## config.mk

```make
export PLATFORM = sky130hd
export DESIGN_NAME = wb_stage
export DESIGN_NICKNAME = d
export VERILOG_FILES = /design/src/rtl/wb_stage_pkg.sv /design/src/rtl/wb_stage_regfile.sv /design/src/rtl/wb_stage.sv
export VERILOG_INCLUDE_DIRS = /design/src /design/src/rtl
export SDC_FILE = /design/constraint.sdc
export NUM_CORES = 2
export LEC_CHECK = 0
export CORE_MARGIN = 2
export CORE_UTILIZATION = 45
export DETAILED_ROUTE_END_ITERATION = 8
export DONT_BUFFER_PORTS = 1
export GPL_TIMING_DRIVEN = 0
export PLACE_DENSITY_LB_ADDON = 0.1
export SYNTH_ARGS = -nofsm -noshare
export SYNTH_HDL_FRONTEND = slang
export SYNTH_SLANG_ARGS = --single-unit
export TNS_END_PERCENT = 50
```

## constraint.sdc

```tcl
create_clock -name clk -period 3.35 [get_ports clk]
set_input_delay 0.67 -clock clk [delete_from_list [all_inputs] [get_ports clk]]
set_output_delay 0.67 -clock clk [all_outputs]
set_load 0.02 [all_outputs]
```

## src/rtl/common.vh

```
// common.vh: shared MEM->WB bus layout and register-file widths
`ifndef COMMON_VH
`define COMMON_VH
`define MEM2WBBusSize 102
`define WB_DEST_LSB   97
`define WB_WE_BIT     96
`define WB_RESULT_LSB 64
`define WB_DADDR_LSB  32
`define WB_PC_LSB     0
`define RegW          32
`define RegAddrBusW   5
`endif

```

## src/rtl/wb_stage_pkg.sv

```systemverilog
// wb_stage_pkg: MEM->WB bus record and register-file geometry
package wb_stage_pkg;
  localparam int RF_DEPTH = 32;
  typedef struct packed {
    logic [4:0]  dest;
    logic        we;
    logic [31:0] result;
    logic [31:0] daddr;
    logic [31:0] pc;
  } mem2wb_t;
endpackage

```

## src/rtl/wb_stage_regfile.sv

```systemverilog
// wb_stage_regfile: 32x32 register file, r0 hardwired to zero, optional write-to-read bypass
module wb_stage_regfile import wb_stage_pkg::*; #(
  parameter bit RF_BYPASS = 1'b1
) (
  input  logic        clk,
  input  logic        rst_n,
  input  logic        we,
  input  logic [4:0]  waddr,
  input  logic [31:0] wdata,
  input  logic [4:0]  raddr1,
  input  logic [4:0]  raddr2,
  output logic [31:0] rdata1,
  output logic [31:0] rdata2
);
  logic [31:0] rf [RF_DEPTH];
  always_ff @(posedge clk or negedge rst_n)
    if (!rst_n) for (int i = 0; i < RF_DEPTH; i++) rf[i] <= '0;
    else if (we && waddr != '0) rf[waddr] <= wdata;
  assign rdata1 = raddr1 == '0 ? '0 : (RF_BYPASS && we && raddr1 == waddr) ? wdata : rf[raddr1];
  assign rdata2 = raddr2 == '0 ? '0 : (RF_BYPASS && we && raddr2 == waddr) ? wdata : rf[raddr2];
endmodule

```

## src/rtl/wb_stage.sv

```systemverilog
// wb_stage: write-back pipeline stage owning the register file, retire counter and debug trace
`include "common.vh"
module wb_stage import wb_stage_pkg::*; #(
  parameter bit RF_BYPASS = 1'b1,
  parameter int CNT_W     = 32
) (
  input  logic                      clk,
  input  logic                      rst_n,
  input  logic [`MEM2WBBusSize-1:0] mem2wb_bus_i,
  input  logic                      ctl_mem_over_i,
  input  logic                      ctl_wb_stall_i,
  output logic                      ctl_wb_allowin_o,
  output logic                      ctl_wb_valid_o,
  output logic [`RegAddrBusW-1:0]   ctl_wb_dest_o,
  output logic [`RegW-1:0]          ctl_wb_pc_o,
  input  logic [4:0]                rf_raddr1_i,
  input  logic [4:0]                rf_raddr2_i,
  output logic [31:0]               rf_rdata1_o,
  output logic [31:0]               rf_rdata2_o,
  output logic [31:0]               debug_wb_pc_o,
  output logic [3:0]                debug_wb_rf_wen_o,
  output logic [4:0]                debug_wb_rf_wnum_o,
  output logic [31:0]               debug_wb_rf_wdata_o,
  output logic [31:0]               debug_wb_daddr_o,
  output logic [CNT_W-1:0]          retire_cnt_o
);
  mem2wb_t          bus;
  logic             wb_valid;
  logic [CNT_W-1:0] cnt;
  logic             wb_over, allowin, rf_we;
  assign wb_over = wb_valid && !ctl_wb_stall_i;
  assign allowin = !wb_valid || wb_over;
  assign rf_we   = wb_over && bus.we && bus.dest != '0;
  always_ff @(posedge clk or negedge rst_n)
    if (!rst_n) begin
      wb_valid <= 1'b0;
      bus      <= '0;
      cnt      <= '0;
    end else begin
      if (allowin) wb_valid <= ctl_mem_over_i;
      if (allowin && ctl_mem_over_i) bus <= mem2wb_t'(mem2wb_bus_i);
      if (wb_over) cnt <= cnt + CNT_W'(1);
    end
  wb_stage_regfile #(.RF_BYPASS(RF_BYPASS)) u_rf (
    .clk    (clk),
    .rst_n  (rst_n),
    .we     (rf_we),
    .waddr  (bus.dest),
    .wdata  (bus.result),
    .raddr1 (rf_raddr1_i),
    .raddr2 (rf_raddr2_i),
    .rdata1 (rf_rdata1_o),
    .rdata2 (rf_rdata2_o)
  );
  assign ctl_wb_allowin_o    = allowin;
  assign ctl_wb_valid_o      = wb_valid;
  assign ctl_wb_dest_o       = bus.dest & {5{wb_valid && bus.we}};
  assign ctl_wb_pc_o         = bus.pc;
  assign debug_wb_pc_o       = wb_valid ? bus.pc : '0;
  assign debug_wb_rf_wen_o   = {4{rf_we}};
  assign debug_wb_rf_wnum_o  = wb_valid ? bus.dest : '0;
  assign debug_wb_rf_wdata_o = wb_valid ? bus.result : '0;
  assign debug_wb_daddr_o    = wb_valid ? bus.daddr : '0;
  assign retire_cnt_o        = cnt;
endmodule

```

==> results.md <==
- The I/O pin count is roughly 360.
- The hold violation count in the final report is ~160.
- In the synthesized netlist the dominant register cell turns out to be dfrtp_1.
- The later pin in the worst-skew pair is clocked with a latency of between 0.8 and 0.9 ns.
- The routed design has between 300 and 400 mm of wire.
- The cell area after synthesis is 61800 um^2.
- The path class of the tightest hold or removal check is input port to asynchronous set/reset pin.
- In this run, placement finished with an instance count of slightly above 6000.
- The initial antenna violation count is 24.
- Summed over all nets, the half-perimeter wirelength after detailed placement is 185 mm.
- The number of search-and-repair iterations in the first detailed-routing pass is 6.
- The arrival time reported for the critical path endpoint is 2.99 ns.
- The via density per instance is 7.07.
- The worst setup path is captured at an output pin.
- The number of violations of the max-capacitance limit is 3.
- The overall die width is roughly 370 um.
- The share of the yosys chip area belonging to registers is between 40% and 50%.
- Counting every net in the synthesized netlist gives about 4400.
- The tree built by TritonCTS fans out to between 1000 and 1500 sinks.
- In the routed design, unresolved DRC markers number 0.
- The checks that failed: negative hold slack, max-capacitance violations, max-slew violations, negative setup slack.
- The worst register-to-register path begins at ctl_wb_valid_o.
- Input and output buffers added on the ports amount to 0.
- Summed over all cells, the static leakage comes to 33.3 nW.
- The initial utilization of the core area, before any placement, comes to 45.1%.
- The number of synthesized flops with an enable pin is 0.
- Data on the critical path is required at its endpoint by between 2 and 3 ns.
- The dominant delay contributor by cell family on the critical path is simple AND/OR/NAND/NOR gates.
- Buffers inserted during clock tree synthesis total 135.
- The cell count after synthesis came out at between 4000 and 5000.
- The clock passes through at most 3 buffers.
- The critical path goes through buf_8, nand3b_1, a21oi_4, nand4_1, buf_6, nand2b_4, buf_12, o22ai_4, nor3_4.
- The slowest library cell on the worst path is dfrtp_2.
- Setup violations remaining at the end of the flow were counted as roughly 120.
- The number of pins exceeding their max-slew limit in the final report was 32.
- The number of standard-cell rows in the floorplan is approximately 140.
- With fillers left out, the area of the finished cells amounts to 74600 um^2.
- The congestion estimate from routability-driven global placement came to roughly 1.
- The first-iteration detailed-routing DRC count is between 6000 and 7000.
- The average cell area after synthesis is 14.3 um^2.
- The final setup skew is roughly 0.038 ns.
- The run finished, with violations left.
- In this run the vertical extent of the chip is roughly 370 um.
- The global-route wire length before repair is between 300 and 400 mm.
- For this design the ratio of total power to cell area is about 620 nW/um^2.
- The critical path startpoint is ctl_wb_valid_o.
- Counting both buffers and inverters, the worst setup path holds a total of 3.
- Dividing the detail-routed wire length by the instance count gives 45.6 um.
- The overall power of the completed layout is around 46 mW.
- Detailed routing inserted a total of 46519 vias.
- The synthesis-to-finish area growth is 20.7%.
- The worst pin sits at a relative slew slack of -8.96%.
- The clock period minus final worst setup slack is between 3 and 4 ns.
- The biggest cell delay along the critical path is about 0.45 ns.
- Yosys printed 0 warnings.
- At the end of the flow, the number of nets in the layout was between 4000 and 5000.
- For the pin with the worst max-slew slack, the measured transition is 1.63 ns.
- The number of global-route vias before repair came to about 44000.
- The unique cell type count in the Yosys netlist is 66.
- Of all flip-flops after synthesis, the portion carrying an async set or reset was 100%.
- Setup repair after global routing could not meet its margin everywhere.
- The hold slack is -0.427 ns.
- The total number of H-tree levels is 4.
- The worst setup path is launched from a flip-flop.
- The number of nets still failing antenna checks after routing is 0.
- The maximum VDD drop is between 0.0004 and 0.0005 V.
- Summed over all layers, the global routing overflow is 0.
- The clock tree from TritonCTS is yes.
- By startpoint and endpoint, the worst setup path is classified as flip-flop to output pin.
- The number of non-filler instances in the completed layout is about 6600.
- The share of the clock period used by the worst path after layout is 109%.
- The region available for standard cell placement spans ~140000 um^2.
- The clock slew seen by the registers of the worst setup and hold paths is 0.06 ns.
- The upper clock frequency limit is about 270 MHz.
- The post-route netlist has 50.5% of its cells at a drive strength greater than 1.
- The maximum fanout along the worst path is 6.
- Across all register-to-register paths, the minimum setup slack is -0.08 ns.
- CTS placed an instance of clkbuf_16 at the clock tree root.
- The die covers roughly 140000 um^2.
- The placement-stage cell area is 64200 um^2.
- The aggregate global-route resource usage is a little over two fifths.
- Entering global routing, the biggest net connects approximately 1200 pins.
- The flop and latch count out of synthesis is between 1000 and 1500.
- The final worst-path setup slack is -0.309 ns.
synth_stat cells (6+ instances only):
cell      count  area (um^2)
dfrtp_1    1159        29000
mux2_2     1016        11400
mux4_2      474        10700
clkbuf_1    258          968
mux2i_1     192         1920
and2_1      133          832
nand2_1     133          499
buf_4        98          736
o21ai_0      95          475
buf_2        91          455
nor2_1       84          315
a21oi_1      82          410
a221oi_1     54          473
a211oi_1     50          375
o22ai_1      42          263
mux2_1       39          439
buf_6        30          338
xnor2_1      26          228
a22oi_1      23          173
a31oi_1      21          131
buf_1        21         78.8
a221o_1      19          190
nor2b_1      19          119
nor3_1       19         95.1
xor2_1       15          131
nand3_1      10         50.1
o211ai_1     10         75.1
and3_1        9         56.3
inv_1         9         33.8
nand4_1       9         56.3
nor2_2        7         43.8
buf_12        6          120
nand2b_1      6         37.5
sequential cells by signal, summed over array words and instances, names as in the netlist:
| register | count |
|---|---|
| bus | 70 |
| ctl_wb_pc_o | 32 |
| ctl_wb_valid_o | 1 |
| retire_cnt_o | 32 |
| u_rf.rf | 1024 |
path summary, 6_finish.rpt:
path                                   endpoint  depth (start not counted)
worst min register to register     u_rf.rf[996]                          1
worst max register to register     u_rf.rf[232]                          7
min in group clk                        bus[65]                          1
max in group asynchronous          u_rf.rf[910]                          2
worst min-delay path               u_rf.rf[638]                          0
worst max-delay path            rf_rdata2_o[23]                          9
cell type report:
type | count | area (um^2)
multi-input cells | 2644 | 31600
inverters | 11 | 47.5
diodes | 15 | 37.5
clock buffers | 209 | 4100
repair buffers | 210 | 2750
fillers | 11304 | 62400
clock inverters | 33 | 347
flip-flops and latches | 1159 | 29000
well taps | 1794 | 2240
plain buffers | 506 | 4490
where the power goes:
part	switching, mW	internal, mW	leakage, nW
Clock	6.41	8.79	2.20
Combinational	5.66	5.91	15.5
Sequential	2.44	17.0	15.5
through the flow:
step | hold slack [ns] | util (%) | TNS, ns | worst slack [ns]
3_3_place_gp | 0.404 | 46.8 | -143.74 | -2.97
3_5_place_dp | 0.401 | 46.9 | -99.24 | -2.18
6_report | -0.427 | 54.5 | -13.52 | -0.309
5_1_grt | -0.449 | 54.5 | -11.84 | -0.303
2_1_floorplan | 0.374 | - | 0 | 0.165
4_1_cts | -0.422 | 53.0 | -7.51 | -0.214
metal layers:
metal	track usage, %	part of all wire [%]	vias to the layer above
met5	0	0.032	-
met3	16.9	13	1098
li1	-	-	17060
met2	58.5	42	3493
met1	54.0	37	24854
met4	28.8	8.3	14
timing repair:
item                                    4_1_cts  5_1_grt
setup buffers                                58       64
pin swaps                                    69       48
endpoints found under the setup margin       83       85
endpoints found under the hold margin      1187      177
hold buffers                                 28       31
cloned                                       13        8
resized for setup                           674      163
worst reg2reg max path, stage by stage (launching register included):
cell	delay, ns
dfrtp_2	0.45
buf_8	0.12
nand3b_1	0.14
buf_4	0.20
nor4_2	0.50
nand2_1	0.67
clkbuf_2	0.71
mux2_2	0.50
cells in the final DEF, fill, tap and decap left out, types with 18 or more instances in the layout:
cell type and n:
dfrtp_1 1157, mux2_2 1016, mux4_2 474, clkbuf_1 207
mux2i_1 184, clkbuf_16 160, buf_4 156, nand2_1 129
and2_1 129, buf_12 76, o21ai_0 73, dlygate4sd3_1 59
buf_2 55, buf_6 51, clkbuf_8 50, nor2_1 47
a21oi_1 42, buf_16 41, a211oi_1 39, mux2_1 39
a221oi_1 32, clkbuf_2 31, nor2_4 28, xnor2_1 26
a221oi_2 25, a21oi_4 23, o22ai_4 22, clkbuf_4 20
clkinv_2 20, a221o_1 19, a22oi_1 19, a31oi_1 19
nor2b_1 18
cells by family after synthesis:
family,after synthesis,synth area share (%)
flip-flops,1159,46.9
multiplexers,1721,39.6
adder cells (fa/ha/maj),1,0.0202
buffers and inverters,522,4.55
XOR/XNOR,41,0.581
AND/OR/NAND/NOR,462,3.91
AO/OA/AOI/OAI,418,4.47
No activity file was read; power rests on OpenSTA's default activity.
